`src/rtl/seq_pkg.sv`:
```
// Shared encodings for the stage sequencer: FSM states, stage indices and enable masks.
// Contents: ST_* state codes, STG_* stage indices, EN_* per-state enable masks,
//           helpers en_mask(), is_run(), stage_of().
package seq_pkg;

  // FSM state encoding
  localparam logic [2:0] ST_IDLE    = 3'd0;
  localparam logic [2:0] ST_RUN_MEM = 3'd1;
  localparam logic [2:0] ST_RUN_PE  = 3'd2;
  localparam logic [2:0] ST_RUN_3B3 = 3'd3;
  localparam logic [2:0] ST_RUN_2B2 = 3'd4;
  localparam logic [2:0] ST_DISP    = 3'd5;
  localparam logic [2:0] ST_ERR     = 3'd6;

  // Stage indices, also the bit positions in start_pulse and err_stage codes
  localparam logic [1:0] STG_MEM = 2'd0;
  localparam logic [1:0] STG_PE  = 2'd1;
  localparam logic [1:0] STG_3B3 = 2'd2;
  localparam logic [1:0] STG_2B2 = 2'd3;

  // Enable masks, bit order {disp, 2b2, 3b3, pe, mem}; enables accumulate per stage
  localparam logic [4:0] EN_IDLE    = 5'b00000;
  localparam logic [4:0] EN_RUN_MEM = 5'b00001;
  localparam logic [4:0] EN_RUN_PE  = 5'b00011;
  localparam logic [4:0] EN_RUN_3B3 = 5'b00111;
  localparam logic [4:0] EN_RUN_2B2 = 5'b01111;
  localparam logic [4:0] EN_DISP    = 5'b11111;
  localparam logic [4:0] EN_ERR     = 5'b00000;

  function automatic logic [4:0] en_mask(input logic [2:0] st);
    case (st)
      ST_RUN_MEM: return EN_RUN_MEM;
      ST_RUN_PE:  return EN_RUN_PE;
      ST_RUN_3B3: return EN_RUN_3B3;
      ST_RUN_2B2: return EN_RUN_2B2;
      ST_DISP:    return EN_DISP;
      ST_ERR:     return EN_ERR;
      default:    return EN_IDLE;
    endcase
  endfunction

  function automatic logic is_run(input logic [2:0] st);
    return (st >= ST_RUN_MEM) && (st <= ST_RUN_2B2);
  endfunction

  function automatic logic [1:0] stage_of(input logic [2:0] st);
    case (st)
      ST_RUN_PE:  return STG_PE;
      ST_RUN_3B3: return STG_3B3;
      ST_RUN_2B2: return STG_2B2;
      default:    return STG_MEM;
    endcase
  endfunction

endpackage

```
`src/rtl/stage_timer.sv`:
```
// Cycle counter for the stage sequencer with clear/enable and two compare flags.
// Ports: clk, rst (sync active-low), i_clr, i_en; o_settle_hit, o_timeout_hit.
// Clear together with enable restarts the count at 1; increment saturates at all-ones.
module stage_timer #(
  parameter int unsigned GAP     = 16,
  parameter int unsigned TIMEOUT = 200000,
  parameter int unsigned CW      = 32
) (
  input  logic clk,
  input  logic rst,
  input  logic i_clr,
  input  logic i_en,
  output logic o_settle_hit,
  output logic o_timeout_hit
);

  logic [CW-1:0] r_cnt;
  logic [CW-1:0] w_cnt_nxt;

  always_comb begin
    w_cnt_nxt = r_cnt;
    if (i_clr) begin
      w_cnt_nxt = i_en ? CW'(1) : '0;
    end else if (i_en && (r_cnt != '1)) begin
      w_cnt_nxt = r_cnt + CW'(1);
    end
  end

  always_ff @(posedge clk) begin
    if (!rst) begin
      r_cnt <= '0;
    end else begin
      r_cnt <= w_cnt_nxt;
    end
  end

  // settle_hit looks at the value being loaded so the registered start pulse
  // lands exactly GAP edges after the enable (GAP=0 hits on the clearing edge).
  assign o_settle_hit  = (w_cnt_nxt == CW'(GAP));
  // timeout_hit looks at the current WAIT cycle number (1..TIMEOUT).
  assign o_timeout_hit = (r_cnt == CW'(TIMEOUT));

endmodule

```
`src/rtl/stage_sequencer.sv`:
```
// Handshake reset sequencer: enables mem, pe, 3b3, 2b2, disp in order, pulsing start and awaiting done per stage.
// Ports: clk, rst (sync active-low), go, abort, clr, done_*; en_*, start_pulse[3:0], busy, finished, err, err_stage.
// All outputs registered from next-state; per-stage timeout after the start pulse lands in ERR.
module stage_sequencer #(
  parameter int unsigned GAP     = 16,
  parameter int unsigned TIMEOUT = 200000,
  parameter int unsigned CW      = 32
) (
  input  logic       clk,
  input  logic       rst,
  input  logic       go,
  input  logic       abort,
  input  logic       clr,
  input  logic       done_mem,
  input  logic       done_pe,
  input  logic       done_3b3,
  input  logic       done_2b2,
  output logic       en_mem,
  output logic       en_pe,
  output logic       en_3b3,
  output logic       en_2b2,
  output logic       en_disp,
  output logic [3:0] start_pulse,
  output logic       busy,
  output logic       finished,
  output logic       err,
  output logic [1:0] err_stage
);
  import seq_pkg::*;

  logic [2:0] r_state;
  logic       r_wait;       // 0: SETTLE (includes the pulse cycle), 1: WAIT
  logic [1:0] r_err_stage;
  logic [4:0] r_en;
  logic [3:0] r_start;
  logic       r_busy;
  logic       r_fin;
  logic       r_err;

  logic [2:0] w_state_nxt;
  logic       w_wait_nxt;
  logic [1:0] w_err_stage_nxt;
  logic [3:0] w_start_nxt;
  logic       w_tmr_clr;
  logic       w_tmr_en;
  logic       w_settle_hit;
  logic       w_timeout_hit;
  logic [3:0] w_done;
  logic       w_done_cur;

  stage_timer #(.GAP(GAP), .TIMEOUT(TIMEOUT), .CW(CW)) u_timer (
    .clk          (clk),
    .rst          (rst),
    .i_clr        (w_tmr_clr),
    .i_en         (w_tmr_en),
    .o_settle_hit (w_settle_hit),
    .o_timeout_hit(w_timeout_hit)
  );

  assign w_done     = {done_2b2, done_3b3, done_pe, done_mem};
  assign w_done_cur = w_done[stage_of(r_state)];

  always_comb begin
    w_state_nxt     = r_state;
    w_wait_nxt      = r_wait;
    w_err_stage_nxt = r_err_stage;
    w_tmr_clr       = 1'b0;
    w_tmr_en        = 1'b0;
    if (abort && (r_state != ST_IDLE)) begin
      w_state_nxt     = ST_IDLE;
      w_wait_nxt      = 1'b0;
      w_err_stage_nxt = '0;
      w_tmr_clr       = 1'b1;
    end else begin
      case (r_state)
        ST_IDLE: begin
          if (go && !abort) begin
            w_state_nxt = ST_RUN_MEM;
            w_wait_nxt  = 1'b0;
            w_tmr_clr   = 1'b1;
          end
        end
        ST_RUN_MEM, ST_RUN_PE, ST_RUN_3B3, ST_RUN_2B2: begin
          if (!r_wait) begin
            w_tmr_en = 1'b1;
            // Pulse cycle just ended: WAIT begins with the count at 1.
            if (r_start != '0) begin
              w_wait_nxt = 1'b1;
              w_tmr_clr  = 1'b1;
            end
          end else if (w_done_cur) begin
            // Done wins over a coincident timeout.
            w_state_nxt = (r_state == ST_RUN_2B2) ? ST_DISP : r_state + 3'd1;
            w_wait_nxt  = 1'b0;
            w_tmr_clr   = 1'b1;
          end else if (w_timeout_hit) begin
            w_state_nxt     = ST_ERR;
            w_wait_nxt      = 1'b0;
            w_err_stage_nxt = stage_of(r_state);
            w_tmr_clr       = 1'b1;
          end else begin
            w_tmr_en = 1'b1;
          end
        end
        ST_DISP: begin
        end
        ST_ERR: begin
          if (clr) begin
            w_state_nxt     = ST_IDLE;
            w_err_stage_nxt = '0;
            w_tmr_clr       = 1'b1;
          end
        end
        default: begin
          w_state_nxt     = ST_IDLE;
          w_wait_nxt      = 1'b0;
          w_err_stage_nxt = '0;
          w_tmr_clr       = 1'b1;
        end
      endcase
    end
  end

  // Settle count only reaches GAP once per stage, so the pulse is single-shot.
  always_comb begin
    w_start_nxt = '0;
    if (is_run(w_state_nxt) && !w_wait_nxt && w_settle_hit) begin
      w_start_nxt = 4'd1 << stage_of(w_state_nxt);
    end
  end

  always_ff @(posedge clk) begin
    if (!rst) begin
      r_state     <= ST_IDLE;
      r_wait      <= 1'b0;
      r_err_stage <= '0;
      r_en        <= '0;
      r_start     <= '0;
      r_busy      <= 1'b0;
      r_fin       <= 1'b0;
      r_err       <= 1'b0;
    end else begin
      r_state     <= w_state_nxt;
      r_wait      <= w_wait_nxt;
      r_err_stage <= w_err_stage_nxt;
      r_en        <= en_mask(w_state_nxt);
      r_start     <= w_start_nxt;
      r_busy      <= is_run(w_state_nxt);
      r_fin       <= (w_state_nxt == ST_DISP);
      r_err       <= (w_state_nxt == ST_ERR);
    end
  end

  assign en_mem      = r_en[0];
  assign en_pe       = r_en[1];
  assign en_3b3      = r_en[2];
  assign en_2b2      = r_en[3];
  assign en_disp     = r_en[4];
  assign start_pulse = r_start;
  assign busy        = r_busy;
  assign finished    = r_fin;
  assign err         = r_err;
  assign err_stage   = r_err_stage;

endmodule

```
`config.mk`:
```
export PLATFORM = sky130hd
export DESIGN_NAME = stage_sequencer
export DESIGN_NICKNAME = d
export VERILOG_FILES = /design/src/rtl/seq_pkg.sv /design/src/rtl/stage_timer.sv /design/src/rtl/stage_sequencer.sv
export SDC_FILE = /design/constraint.sdc
export NUM_CORES = 1
export LEC_CHECK = 0
export CORE_MARGIN = 1
export CORE_UTILIZATION = 55
export DETAILED_ROUTE_END_ITERATION = 7
export PLACE_DENSITY_LB_ADDON = 0.2
export SLEW_MARGIN = 20
export SYNTH_ARGS = -nofsm -noshare
export SYNTH_HDL_FRONTEND = slang
export SYNTH_SLANG_ARGS = --single-unit
```
`constraint.sdc`:
```
create_clock -name clk -period 9.9 [get_ports clk]
set_clock_uncertainty 0.15 [all_clocks]
set_input_delay 1.98 -clock clk [delete_from_list [all_inputs] [get_ports clk]]
set_output_delay 1.98 -clock clk [all_outputs]
set_load 0.01 [all_outputs]
```
* Yosys cells after proc, flatten, opt, wreduce, memory -nomap -nowiden
Index checks and enable logic that the tools add are counted.
Word-level totals: word-level logic and storage cells 92, output and inout port bits 14, bits of input ports 9, register bits 50
Operators by class: multiplexer cells 39, add/subtract/negate cells 2, shifts and indexed selects 1, eq/ne operators 19, reductions and logical operators 17, $lt $le $gt $ge 3, bitwise operators 2
Operator list (number):
- two-way mux 32 bit | 2
- adder 32 x 1 -> 32 bit, second input constant | 1
- equality test 32 x 18 -> 1 bit, second input constant | 1
- equality test 32 x 5 -> 1 bit, second input constant | 1
- != test 32 bit, second input constant | 1
- one-hot mux 5 bit (5 select lines) | 1
- two-way mux 3 bit | 7
- equality test 3 bit, second input constant | 6
- one-hot mux 2 bit (3 select lines) | 3
- two-way mux 1 bit | 17
- equality test 3 x 2 -> 1 bit, second input constant | 4
- one-hot mux 3 bit (4 select lines) | 1
- two-way mux 2 bit | 5
- equality test 3 x 1 -> 1 bit, second input constant | 2
- logical AND 1 bit | 6
- != test 2 bit, second input constant | 3
- OR reduction 2 bit | 3
- AND reduction 5 bit | 1
- one-hot mux 1 bit (4 select lines) | 1
- nonzero test 4 bit | 1
- OR reduction 4 bit | 1
- left shift 1 x 2 -> 4 bit, first input constant | 1
- adder 3 x 1 -> 3 bit, second input constant | 1
- greater-or-equal comparator 3 x 1 -> 1 bit, second input constant | 1
- 10 further kinds | 12

* Logic depth before layout (Yosys ltp)
Gate-level depths: netlist of the first run.
depth in word-level cells 15, gate-level depth with buffers 15, depth with buffers taken out 12

* Hierarchy
From an unflattened synthesis of the first run, not the netlist that was laid out.
Second synthesis, totals: cells, all modules 393, area, all modules 3186.8 um2
By module, submodules not included:
- stage_timer | sequential area each 640.6 um2, area an instance 2089.5 um2, cells each 264, times used 1
- stage_sequencer | sequential area each 360.3 um2, area an instance 1097.3 um2, cells each 129, times used 1

* Worst setup path before layout of the first run
OpenSTA, ideal clock, no wires.
path kind input to register, start point input done_pe, end point register r_start[1], in the netlist start_pulse[1], arrival time 4.741 ns, required time 9.677 ns, stages on the path 10, path slack 4.937 ns, buffers on the path 0, library setup time 0.073 ns, cell sequence mux2_2 a222oi_1 o21ai_2 a211o_1 or4_4 xnor2_2 o2111ai_1 or4_1 nor4_2 nor3b_2
On the way: longest elaborated chain between the ends 12, elaborated cells between the ends (all ways) 35, those cells by class order compare: 2; eq/ne: 4; shift: 1; mux: 22; reduce/logical: 6
RTL lines:
- from (decl) | line stage_sequencer.sv:15 | input logic done_pe,
- binary-select mux 1 bit (select 2 bit) (*) | line stage_sequencer.sv:61 | assign w_done_cur = w_done[stage_of(r_state)];
- two-way mux 1 bit (not written as such) (*) | line stage_sequencer.sv:61
- two-way mux 1 bit | line stage_sequencer.sv:91 | end else if (w_done_cur) begin
- two-way mux 1 bit | line stage_sequencer.sv:84 | if (!r_wait) begin
- two-way mux 1 bit | line stage_sequencer.sv:75 | case (r_state)
- two-way mux 1 bit | line stage_sequencer.sv:69 | if (abort && (r_state != ST_IDLE)) begin
- logical AND 1 bit | line stage_timer.sv:24 | end else if (i_en && (r_cnt != '1)) begin
- two-way mux 32 bit | line stage_timer.sv:24
- two-way mux 32 bit | line stage_timer.sv:22 | if (i_clr) begin
- equality test 32 x 5 -> 1 bit | line stage_timer.sv:39 | assign o_settle_hit = (w_cnt_nxt == CW'(GAP));
- logical AND 1 bit | line stage_sequencer.sv:127 | if (is_run(w_state_nxt) && !w_wait_nxt && w_settle_hit) begin
- AND reduction 2 bit (no line)
- to (signal assigned) | line stage_sequencer.sv:147 | r_start <= w_start_nxt;
- to (decl) | line stage_sequencer.sv:35 | logic [3:0] r_start;
Mark *: on every way between the ends. The rest lies on a longest branch, timed or not. The select of a mux whose other input is x is not followed. A chain may end at the register's enable or synchronous reset.

* Final worst setup path of the first run
start point input done_mem, end point register r_start[1], in the netlist start_pulse[1]
On the way: longest elaborated chain between the ends 12, elaborated cells between the ends (all ways) 35, those cells by class order compare: 2; eq/ne: 4; shift: 1; mux: 22; reduce/logical: 6
RTL lines:
- from (decl) | line stage_sequencer.sv:14 | input logic done_mem,
- binary-select mux 1 bit (select 2 bit) (*) | line stage_sequencer.sv:61
- two-way mux 1 bit (not written as such) (*) | line stage_sequencer.sv:61
- two-way mux 1 bit | line stage_sequencer.sv:91
- two-way mux 1 bit | line stage_sequencer.sv:84
- two-way mux 1 bit | line stage_sequencer.sv:75
- two-way mux 1 bit | line stage_sequencer.sv:69
- logical AND 1 bit | line stage_timer.sv:24
- two-way mux 32 bit | line stage_timer.sv:24
- two-way mux 32 bit | line stage_timer.sv:22
- equality test 32 x 5 -> 1 bit | line stage_timer.sv:39
- logical AND 1 bit | line stage_sequencer.sv:127
- AND reduction 2 bit (no line)
Marked as above.

==> impl_metrics.py, run 1 <==
metrics = {
    "floorplanning": {
        "coreArea_sq_um": 5107,
        "initial_core_util": 0.5715,
        "pin_count": 23,
        "fp.dieH_um": 74.85,
        "die_area_sq_um": 5603,
        "die_w_um": 74.85,
        "rows": 26,
    },
    "synthesis": {
        "post_synth_num_cell_types": 53,
        "yosys_warnings": 0,
        "synthesis.area_sq_um": 2919,
        "ys.flop_type": "dfxtp_1",
        "synthArstFlopShare": 0,
        "postSynthRegisterBits": 50,
        "ys_seq_area_frac": 0.3429,
        "synth-edff-count": 0,
        "synthCells": 373,
        "syn-num-nets": 388,
        "postSynthAreaPerCell_sq_um": 7.826,
    },
    "worst_setup_path": {
        "cp_top_family": "simple AND/OR/NAND/NOR gates",
        "critical_path.cell_chain": "clkdlybuf4s50_1, mux2_2, a222oi_1, o21ai_2, a211o_1, or4_4, xnor2_2, o2111ai_1, or4_1, nor4_2, nor3b_2",
        "path_max_fanout": 14,
        "critPathRequiredTime_ns": 10.00,
        "slowest_delay_ns": 0.56,
        "arrival_ns": 5.68,
        "slowest_stage": "a222oi_1",
        "crit_path_end_kind": "register",
        "r2r_slack_ns": 5.48,
        "start_kind": "input pin",
        "crit_type": "in -> reg",
        "critPathBufInv": 1,
    },
    "route": {
        "route.detailed.drc": 0,
        "drt_wl_total_mm": 6.957,
        "vias": 2715,
        "first_pass_iters": 4,
        "wl_per_cell_um": 15.19,
        "initialDrtViolationCount": 119,
        "vias_per_cell": 5.928,
        "ant_nets": 0,
    },
    "grt": {
        "grt_antenna_before_repair": 0,
        "grt_max_degree": 31,
        "met3_usage": 0.04819,
        "grt_busiest_layer": "met2",
        "grt_pass1_vias": 2511,
        "overflow": 0,
        "grt_pass1_wl_mm": 11.14,
        "grtUsageMet2": 0.4665,
        "grtUsageTotal": 0.2586,
        "met1_usage": 0.3055,
    },
    "sta": {
        "tightest_slew_ns": 1.030,
        "finalHoldViolations": 0,
        "setup_viol": 0,
        "worst_hold_slack_ns": 0.3579,
        "slew_viol_final": 0,
        "slew_headroom": 0.3115,
        "tns_ns": 0,
        "clock.fmax_mhz": 179.2,
        "period_needed_ns": 5.580,
        "period_share": 0.5636,
        "rsz0062_at_grt": "no",
    },
    "clock_tree": {
        "clock_sinks": 50,
        "cts_buffers": 5,
        "tritoncts": "built",
        "clock-root-buffer": "clkbuf_8",
        "hold_buffers": 0,
        "clk_pin_slew_ns": 0.10,
        "clock_path_buffers": 2,
        "cts-resized-gates": 0,
        "clock_latency_ns": 0.31,
        "htree_levels": 2,
        "post_cts.repair.setup_buffers": 0,
    },
    "status": {
        "status": "complete, no violations",
    },
    "cells_and_area": {
        "final_nets": 402,
        "area_growth_pct": 11.92,
        "utilization": 0.6396,
        "antenna_cells": 0,
        "drive_gt1_frac": 0.05412,
        "final_common_cell": "nor2_1",
        "design_area_sq_um": 3267,
        "final_cell_mix": "nor2_1, dfxtp_1, nand2_1, clkdlybuf4s50_1, nand3_1",
    },
    "place": {
        "port_buffers": 22,
        "place_hpwl_mm": 5.161,
        "place_area_sq_um": 3172,
        "routabilityCongestion": 0.9112,
    },
    "job": {
        "drv_cap": 0,
    },
    "power_and_ir_drop": {
        "worst_ir_drop_vdd_mv": 0.08384,
        "power.density_nw_per_um2": 115.0,
        "power_mw": 0.3757,
        "cellLeakagePower_nw": 1.154,
    },
    "worst_hold_path": {
        "min-delay-path-class": "reg -> reg",
    },
}
==> worst reg2reg max path, cell delays in order (launching register included) <==
cell and delay, ns:
dfxtp_1 0.37, inv_1 0.13, ha_1 0.32, mux2_2 0.39, a222oi_1 0.56, o21ai_2 0.17
a211o_1 0.51, or4_4 0.49, xnor2_2 0.16, o2111ai_1 0.12, or4_1 0.53, nor4_2 0.25
nor3b_2 0.21
==> power breakdown <==
| group | switching [mW] | internal [mW] | total (mW) |
|---|---|---|---|
| registers | 0.00183 | 0.204 | 0.205 |
| clock network | 0.0744 | 0.0521 | 0.126 |
| logic | 0.0271 | 0.0168 | 0.0439 |
| total | 0.103 | 0.272 | 0.376 |
==> layer usage <==
metal	routed length [um]	vias up
met2	3544	64
met5	0	-
li1	-	1352
met1	3068	1286
met4	93	0
met3	250	13
==> synthesized netlist by cell type, types with 2 or more instances <==
| library cell | number | share of area |
|---|---|---|
| a211o_1 | 2 | 0.0060 |
| a211oi_1 | 2 | 0.0051 |
| a21o_1 | 3 | 0.0077 |
| a21oi_1 | 12 | 0.021 |
| a22oi_1 | 2 | 0.0051 |
| a31oi_1 | 4 | 0.0086 |
| and2_1 | 3 | 0.0064 |
| and3_1 | 10 | 0.021 |
| and4_1 | 5 | 0.015 |
| buf_2 | 2 | 0.0034 |
| clkbuf_1 | 14 | 0.018 |
| dfxtp_1 | 50 | 0.34 |
| ha_1 | 6 | 0.026 |
| inv_1 | 13 | 0.017 |
| mux2_2 | 3 | 0.012 |
| mux2i_1 | 2 | 0.0069 |
| nand2_1 | 33 | 0.042 |
| nand3_1 | 21 | 0.036 |
| nand4_1 | 12 | 0.026 |
| nor2_1 | 60 | 0.077 |
| nor2b_1 | 4 | 0.0086 |
| nor3_1 | 15 | 0.026 |
| nor4_1 | 8 | 0.017 |
| o2111ai_1 | 4 | 0.012 |
| o211ai_1 | 2 | 0.0051 |
| o21a_1 | 2 | 0.0051 |
| o21ai_0 | 11 | 0.019 |
| o21bai_1 | 3 | 0.0077 |
| o22ai_1 | 2 | 0.0043 |
| o311ai_0 | 2 | 0.0060 |
| or3_1 | 2 | 0.0043 |
| or4_1 | 3 | 0.0077 |
| xnor2_1 | 19 | 0.057 |
| xor2_1 | 18 | 0.054 |
==> through the flow <==
step | cells | setup slack (ns)
after global routing | 458 | 4.054
after global placement | 450 | 4.103
final | 458 | 4.320
after detailed placement | 450 | 4.020
after CTS | 458 | 4.326
after floorplan | 373 | 4.937
==> sequential cells by signal, summed over array words and instances (netlist names) <==
name           cells
busy               1
err                1
err_stage          2
finished           1
r_en               5
r_state            3
r_wait             1
start_pulse        4
u_timer.r_cnt     32
==> layout make-up <==
| class | count | area [sq um] |
|---|---|---|
| clock inverters | 3 | 26.28 |
| repair buffers | 23 | 227.7 |
| well taps | 70 | 87.58 |
| inverters | 13 | 48.80 |
| flip-flops and latches | 50 | 1001 |
| clock buffers | 5 | 68.82 |
| fillers | 471 | 1841 |
| multi-input cells | 294 | 1807 |
==> final timing paths <==
check / cells past startpoint / start / end
worst max-delay path: 11 / done_mem / start_pulse[1]
worst min-delay path: 2 / err_stage[0] / err_stage[0]
worst max register to register: 12 / r_state[0] / start_pulse[1]
worst min register to register: 2 / err_stage[0] / err_stage[0]
==> logic make-up (layout without fill, tap and decap cells) <==
logic type / count (synthesis) / count (layout) / share of synthesized area
and+or+nand+nor: 186 / 186 / 0.3198
AOI/OAI and AO/OA: 59 / 59 / 0.1384
DFF: 50 / 50 / 0.3429
xor gates and xnor gates: 38 / 38 / 0.1166
buffers and inverters: 29 / 44 / 0.03815
adders and majority gates: 6 / 6 / 0.02572
muxes: 5 / 5 / 0.01843
No activity file was read; power rests on OpenSTA's default activity.
==> run 2: changes to the inputs <==
--- a/config.mk
+++ b/config.mk
@@ -6,7 +6,7 @@
 export NUM_CORES = 1
 export LEC_CHECK = 0
 export CORE_MARGIN = 1
-export CORE_UTILIZATION = 55
+export CORE_UTILIZATION = 53
 export DETAILED_ROUTE_END_ITERATION = 7
 export PLACE_DENSITY_LB_ADDON = 0.2
 export SLEW_MARGIN = 20
==> constraint.sdc (replaced) <==
create_clock -name clk -period 4.6 [get_ports clk]
set_clock_uncertainty 0.15 [all_clocks]
set_input_delay 0.92 -clock clk [delete_from_list [all_inputs] [get_ports clk]]
set_output_delay 0.92 -clock clk [all_outputs]
set_load 0.01 [all_outputs]
==> impl_metrics.py, run 2 (synthesis gave the netlist of run 1 again) <==
metrics = {
    "cells_and_area": {
        "n_fill_cell": 492,
        "layout.cells.non_filler": 463,
        "top_register": "u_timer.r_cnt",
        "drive_gt1_frac": 0.06616,
        "final_common_cell": "nor2_1",
        "final_cell_mix": "nor2_1, dfxtp_1, nand2_1, clkdlybuf4s50_1, nand3_1",
        "largest_reg_flops": 32,
        "final_nets": 407,
        "area_growth_pct": 13.72,
        "antenna_cells": 0,
    },
    "worst_setup_path": {
        "cp_top_family": "simple AND/OR/NAND/NOR gates",
        "critPathRequiredTime_ns": 4.70,
        "crit_type": "in -> reg",
        "arrival_ns": 4.27,
        "critical_path_depth": 12,
        "slowest_delay_ns": 0.52,
        "start_kind": "input pin",
        "critical_path.cell_chain": "clkdlybuf4s50_1, mux2_2, a222oi_1, buf_4, o21ai_2, a211o_1, or4_4, xnor2_2, o2111ai_1, or4_1, nor4_2, nor3b_2",
        "crit_path_end_kind": "register",
        "slowest_stage": "or4_1",
        "r2r_cells": 13,
        "path_max_fanout": 4,
        "critPathBufInv": 2,
    },
    "worst_hold_path": {
        "min-delay-path-class": "reg -> reg",
        "hold_path_depth": 2,
    },
    "route": {
        "vias_per_cell": 5.922,
        "wl_per_cell_um": 14.49,
        "initialDrtViolationCount": 125,
        "route.detailed.drc": 0,
        "drt_wl_total_mm": 6.710,
        "vias": 2742,
        "first_pass_iters": 4,
        "ant_nets": 0,
    },
    "clock_tree": {
        "cts-resized-gates": 0,
        "clock_sinks": 50,
        "clock_path_buffers": 2,
        "clk_pin_slew_ns": 0.10,
        "tritoncts": "built",
        "clock_latency_ns": 0.31,
        "cts_buffers": 5,
        "hold_buffers": 0,
        "post_cts.repair.setup_buffers": 0,
        "htree_levels": 2,
        "clock-root-buffer": "clkbuf_8",
    },
    "place": {
        "place_hpwl_mm": 5.078,
        "place_worst_setup_slack_ns": 0.09362,
        "port_buffers": 22,
        "routabilityCongestion": 0.9315,
        "dpl.cell_count": 455,
    },
    "power_and_ir_drop": {
        "power.density_nw_per_um2": 244.8,
        "switching_share": 0.2715,
        "cellLeakagePower_nw": 1.183,
        "p_clk_frac": 0.333,
        "internal_power_mw": 0.5919,
        "p_sw_mw": 0.2206,
        "pwr-share-seq": 0.544,
        "worst_ir_drop_vdd_mv": 0.1471,
        "combPwrFrac": 0.124,
    },
    "sta": {
        "slew_viol_final": 0,
        "tightest_slew_ns": 0.6147,
        "clock.fmax_mhz": 239.4,
        "finalHoldViolations": 0,
        "tns_ns": 0,
        "slew_headroom": 0.5864,
        "period_share": 0.9080,
        "rsz0062_at_grt": "no",
        "period_needed_ns": 4.177,
        "fin_ws_ns": 0.4233,
        "setup_viol": 0,
    },
    "grt": {
        "grt_pass1_vias": 2507,
        "grt_max_degree": 30,
        "grt_antenna_before_repair": 0,
        "grt_pass1_wl_mm": 11.52,
        "grtUsageTotal": 0.2440,
        "overflow": 0,
    },
    "floorplanning": {
        "coreArea_sq_um": 5205,
        "pin_count": 23,
        "die_w_um": 76.22,
        "initial_core_util": 0.5608,
        "fp.dieH_um": 76.22,
        "die_area_sq_um": 5809,
        "rows": 26,
    },
    "job": {
        "drv_cap": 0,
    },
    "status": {
        "status": "complete, no violations",
    },
}
[run 2: cell types whose count changed in the layout (fill, tap and decap cells not counted)]
cell,before,now
buf_12,0,1
buf_4,1,5
clkinv_4,1,2
inv_6,2,0
inv_8,0,1
[run 2: power by group through the flow]
stage	logic [mW]	registers (mW)	clock network, mW
final	0.101	0.442	0.270
after global routing	0.111	0.443	0.295
after CTS	0.100	0.442	0.278
after detailed placement	0.0995	0.452	0
after global placement	0.0988	0.452	0
after floorplan	0.0620	0.453	0
[run 2: metal layers]
layer / global-route usage / vias up / part of all wire
met5: 0 / - / 0
met4: 0.09423 / 0 / 0.024
met3: 0.04311 / 14 / 0.049
met2: 0.4261 / 75 / 0.49
met1: 0.2966 / 1289 / 0.44
li1: - / 1364 / -
[run 2: tightest hold or removal path, stage by stage, from the launching register on]
cell,delay [ns]
dfxtp_1,0.32
nor2_1,0.10
a211oi_1,0.05
[run 2: worst paths after layout]
path | startpoint | to | slack [ns]
worst min-delay path | err_stage[0] | err_stage[0] | 0.36
worst max-delay path | done_mem | start_pulse[1] | 0.42
worst min register to register | err_stage[0] | err_stage[0] | 0.36
worst max register to register | r_state[0] | start_pulse[1] | 0.53
[run 2: final cells by class]
cell class                      instances  area, sq um  share of cell area
Clock buffer                            5        68.82             0.02073
Clock inverter                          3        28.78            0.008669
Inverter                               13        48.80             0.01470
Multi-Input combinational cell        294         1807              0.5443
Sequential cell                        50         1001              0.3015
Tap cell                               70        87.58             0.02639
Timing Repair Buffer                   28        277.8             0.08368
[run 2: stage by stage]
| step | hold slack [ns] | instance area [sq um] | power (mW) | utilization |
|---|---|---|---|---|
| final | 0.3616 | 3319 | 0.8125 | 0.6377 |
| after global routing | 0.4041 | 3319 | 0.8479 | 0.6377 |
| after CTS | 0.3668 | 3319 | 0.8200 | 0.6377 |
| after detailed placement | 0.3550 | 3222 | 0.5511 | 0.6190 |
| after global placement | 0.3402 | 3222 | 0.5504 | 0.6190 |
| after floorplan | 0.3402 | 2919 | 0.5149 | - |
==> run 3: changes to the inputs <==
--- a/config.mk
+++ b/config.mk
@@ -6,7 +6,7 @@
 export NUM_CORES = 1
 export LEC_CHECK = 0
 export CORE_MARGIN = 1
-export CORE_UTILIZATION = 53
+export CORE_UTILIZATION = 55
 export DETAILED_ROUTE_END_ITERATION = 7
 export PLACE_DENSITY_LB_ADDON = 0.2
 export SLEW_MARGIN = 20
==> constraint.sdc (replaced) <==
create_clock -name clk -period 5.3 [get_ports clk]
set_clock_uncertainty 0.15 [all_clocks]
set_input_delay 1.06 -clock clk [delete_from_list [all_inputs] [get_ports clk]]
set_output_delay 1.06 -clock clk [all_outputs]
set_load 0.01 [all_outputs]
==> impl_metrics.py, run 3 (synthesis gave the netlist of run 1 again) <==
metrics = {
    "cells_and_area": {
        "final_cell_mix": "nor2_1, dfxtp_1, nand2_1, clkdlybuf4s50_1, nand3_1",
        "antenna_cells": 0,
        "multi_input_area_sq_um": 1807,
        "ff_latch_area_sq_um": 1001,
        "area_growth_pct": 12.43,
        "final_nets": 404,
        "n_fill_cell": 473,
        "top_register": "u_timer.r_cnt",
        "drive_gt1_frac": 0.05897,
        "largest_reg_flops": 32,
        "final_common_cell": "nor2_1",
    },
    "worst_setup_path": {
        "r2r_slack_ns": 1.06,
        "path_max_fanout": 4,
        "critPathRequiredTime_ns": 5.40,
        "arrival_ns": 4.59,
        "r2r_cells": 12,
        "slowest_delay_ns": 0.57,
        "crit_path_end_kind": "register",
        "r2r_end": "start_pulse[1]",
        "slowest_stage": "a222oi_1",
        "critical_path.cell_chain": "clkdlybuf4s50_1, mux2_2, a222oi_1, o21ai_2, a211o_1, or4_4, xnor2_2, o2111ai_1, or4_1, nor4_2, nor3b_2",
        "crit_type": "in -> reg",
        "r2r-start": "r_state[0]",
        "start_kind": "input pin",
    },
    "clock_tree": {
        "tritoncts": "built",
        "clock_path_buffers": 2,
        "clock_sinks": 50,
        "cts_buffers": 5,
        "clk_pin_slew_ns": 0.10,
        "hold_buffers": 0,
        "clock-root-buffer": "clkbuf_8",
        "cts-resized-gates": 0,
        "htree_levels": 2,
        "post_cts.repair.setup_buffers": 0,
        "clock_latency_ns": 0.31,
    },
    "place": {
        "routabilityCongestion": 0.9124,
        "port_buffers": 22,
        "place_hpwl_mm": 5.120,
    },
    "route": {
        "wl_per_cell_um": 14.76,
        "first_pass_iters": 5,
        "initialDrtViolationCount": 175,
        "ant_nets": 0,
        "drt_wl_total_mm": 6.791,
        "route.detailed.drc": 0,
        "vias": 2724,
        "vias_per_cell": 5.922,
    },
    "sta": {
        "period_share": 0.8479,
        "tns_ns": 0,
        "rsz0062_at_grt": "no",
        "finalHoldViolations": 0,
        "clock.fmax_mhz": 222.5,
        "period_needed_ns": 4.494,
        "tightest_slew_ns": 0.6383,
        "slew_headroom": 0.5706,
        "slew_viol_final": 0,
        "setup_viol": 0,
    },
    "grt": {
        "grt_pass1_vias": 2341,
        "grtUsageTotal": 0.2595,
        "grt_antenna_before_repair": 0,
        "overflow": 0,
        "grt_pass1_wl_mm": 11.09,
        "grt_max_degree": 31,
    },
    "worst_hold_path": {
        "hp-start": "err_stage[0]",
        "whs_endpoint": "err_stage[0]",
        "min-delay-path-class": "reg -> reg",
        "hold_path_depth": 2,
    },
    "power_and_ir_drop": {
        "worst_ir_drop_vdd_mv": 0.1594,
        "power_mw": 0.7039,
        "power.density_nw_per_um2": 214.5,
        "cellLeakagePower_nw": 1.163,
    },
    "status": {
        "status": "complete, no violations",
    },
    "job": {
        "drv_cap": 0,
    },
    "floorplanning": {
        "rows": 26,
        "coreArea_sq_um": 5107,
        "fp.dieH_um": 74.85,
        "die_area_sq_um": 5603,
        "pin_count": 23,
        "die_w_um": 74.85,
        "initial_core_util": 0.5715,
    },
}
[run 3: through the flow]
stage / instance area, sq um / worst slack, ns / hold WS [ns] / std cells / util
2_1_floorplan: 2919 / 1.257 / 0.3402 / 373 / -
4_1_cts: 3282 / 0.8186 / 0.3595 / 460 / 0.6426
6_report: 3282 / 0.8060 / 0.3585 / 460 / 0.6426
5_1_grt: 3282 / 0.5218 / 0.3984 / 460 / 0.6426
3_3_place_gp: 3187 / 0.5976 / 0.3375 / 452 / 0.6240
3_5_place_dp: 3187 / 0.4920 / 0.3463 / 452 / 0.6240
[run 3: cell type report]
type / instances / area share
multi-input combinational: 294 / 0.5505
sequential: 50 / 0.3050
timing repair buffer: 25 / 0.07396
tap: 70 / 0.02669
clock buffer: 5 / 0.02097
inverter: 13 / 0.01487
clock inverter: 3 / 0.008006
[run 3: layer usage]
layer / up-vias / track usage / wire, um
li1: 1357 / - / -
met1: 1240 / 0.3355 / 2991
met2: 110 / 0.4384 / 3263
met3: 17 / 0.04552 / 387
met4: 0 / 0.08595 / 149
met5: - / 0 / 0
[run 3: critical path, delay by kind of cell]
family / cells / cell delay, ns
buffers and inverters: 1 / 0.42
AOI/OAI and AO/OA: 4 / 1.24
muxes: 1 / 0.28
xor gates and xnor gates: 1 / 0.17
and+or+nand+nor: 4 / 1.43
[run 3: worst max-delay path by stage]
stage	startpoint	to	slack [ns]
2_1_floorplan	done_pe	start_pulse[1]	1.26
3_3_place_gp	done_mem	start_pulse[1]	0.60
3_5_place_dp	done_mem	start_pulse[1]	0.49
4_1_cts	done_mem	start_pulse[1]	0.82
5_1_grt	done_mem	start_pulse[1]	0.52
6_report	done_mem	start_pulse[1]	0.81
[run 3: where the power goes]
| group | switching, mW | total, mW | internal (mW) |
|---|---|---|---|
| Clock | 0.138 | 0.236 | 0.0974 |
| Combinational | 0.0518 | 0.0851 | 0.0333 |
| Sequential | 0.00315 | 0.383 | 0.380 |
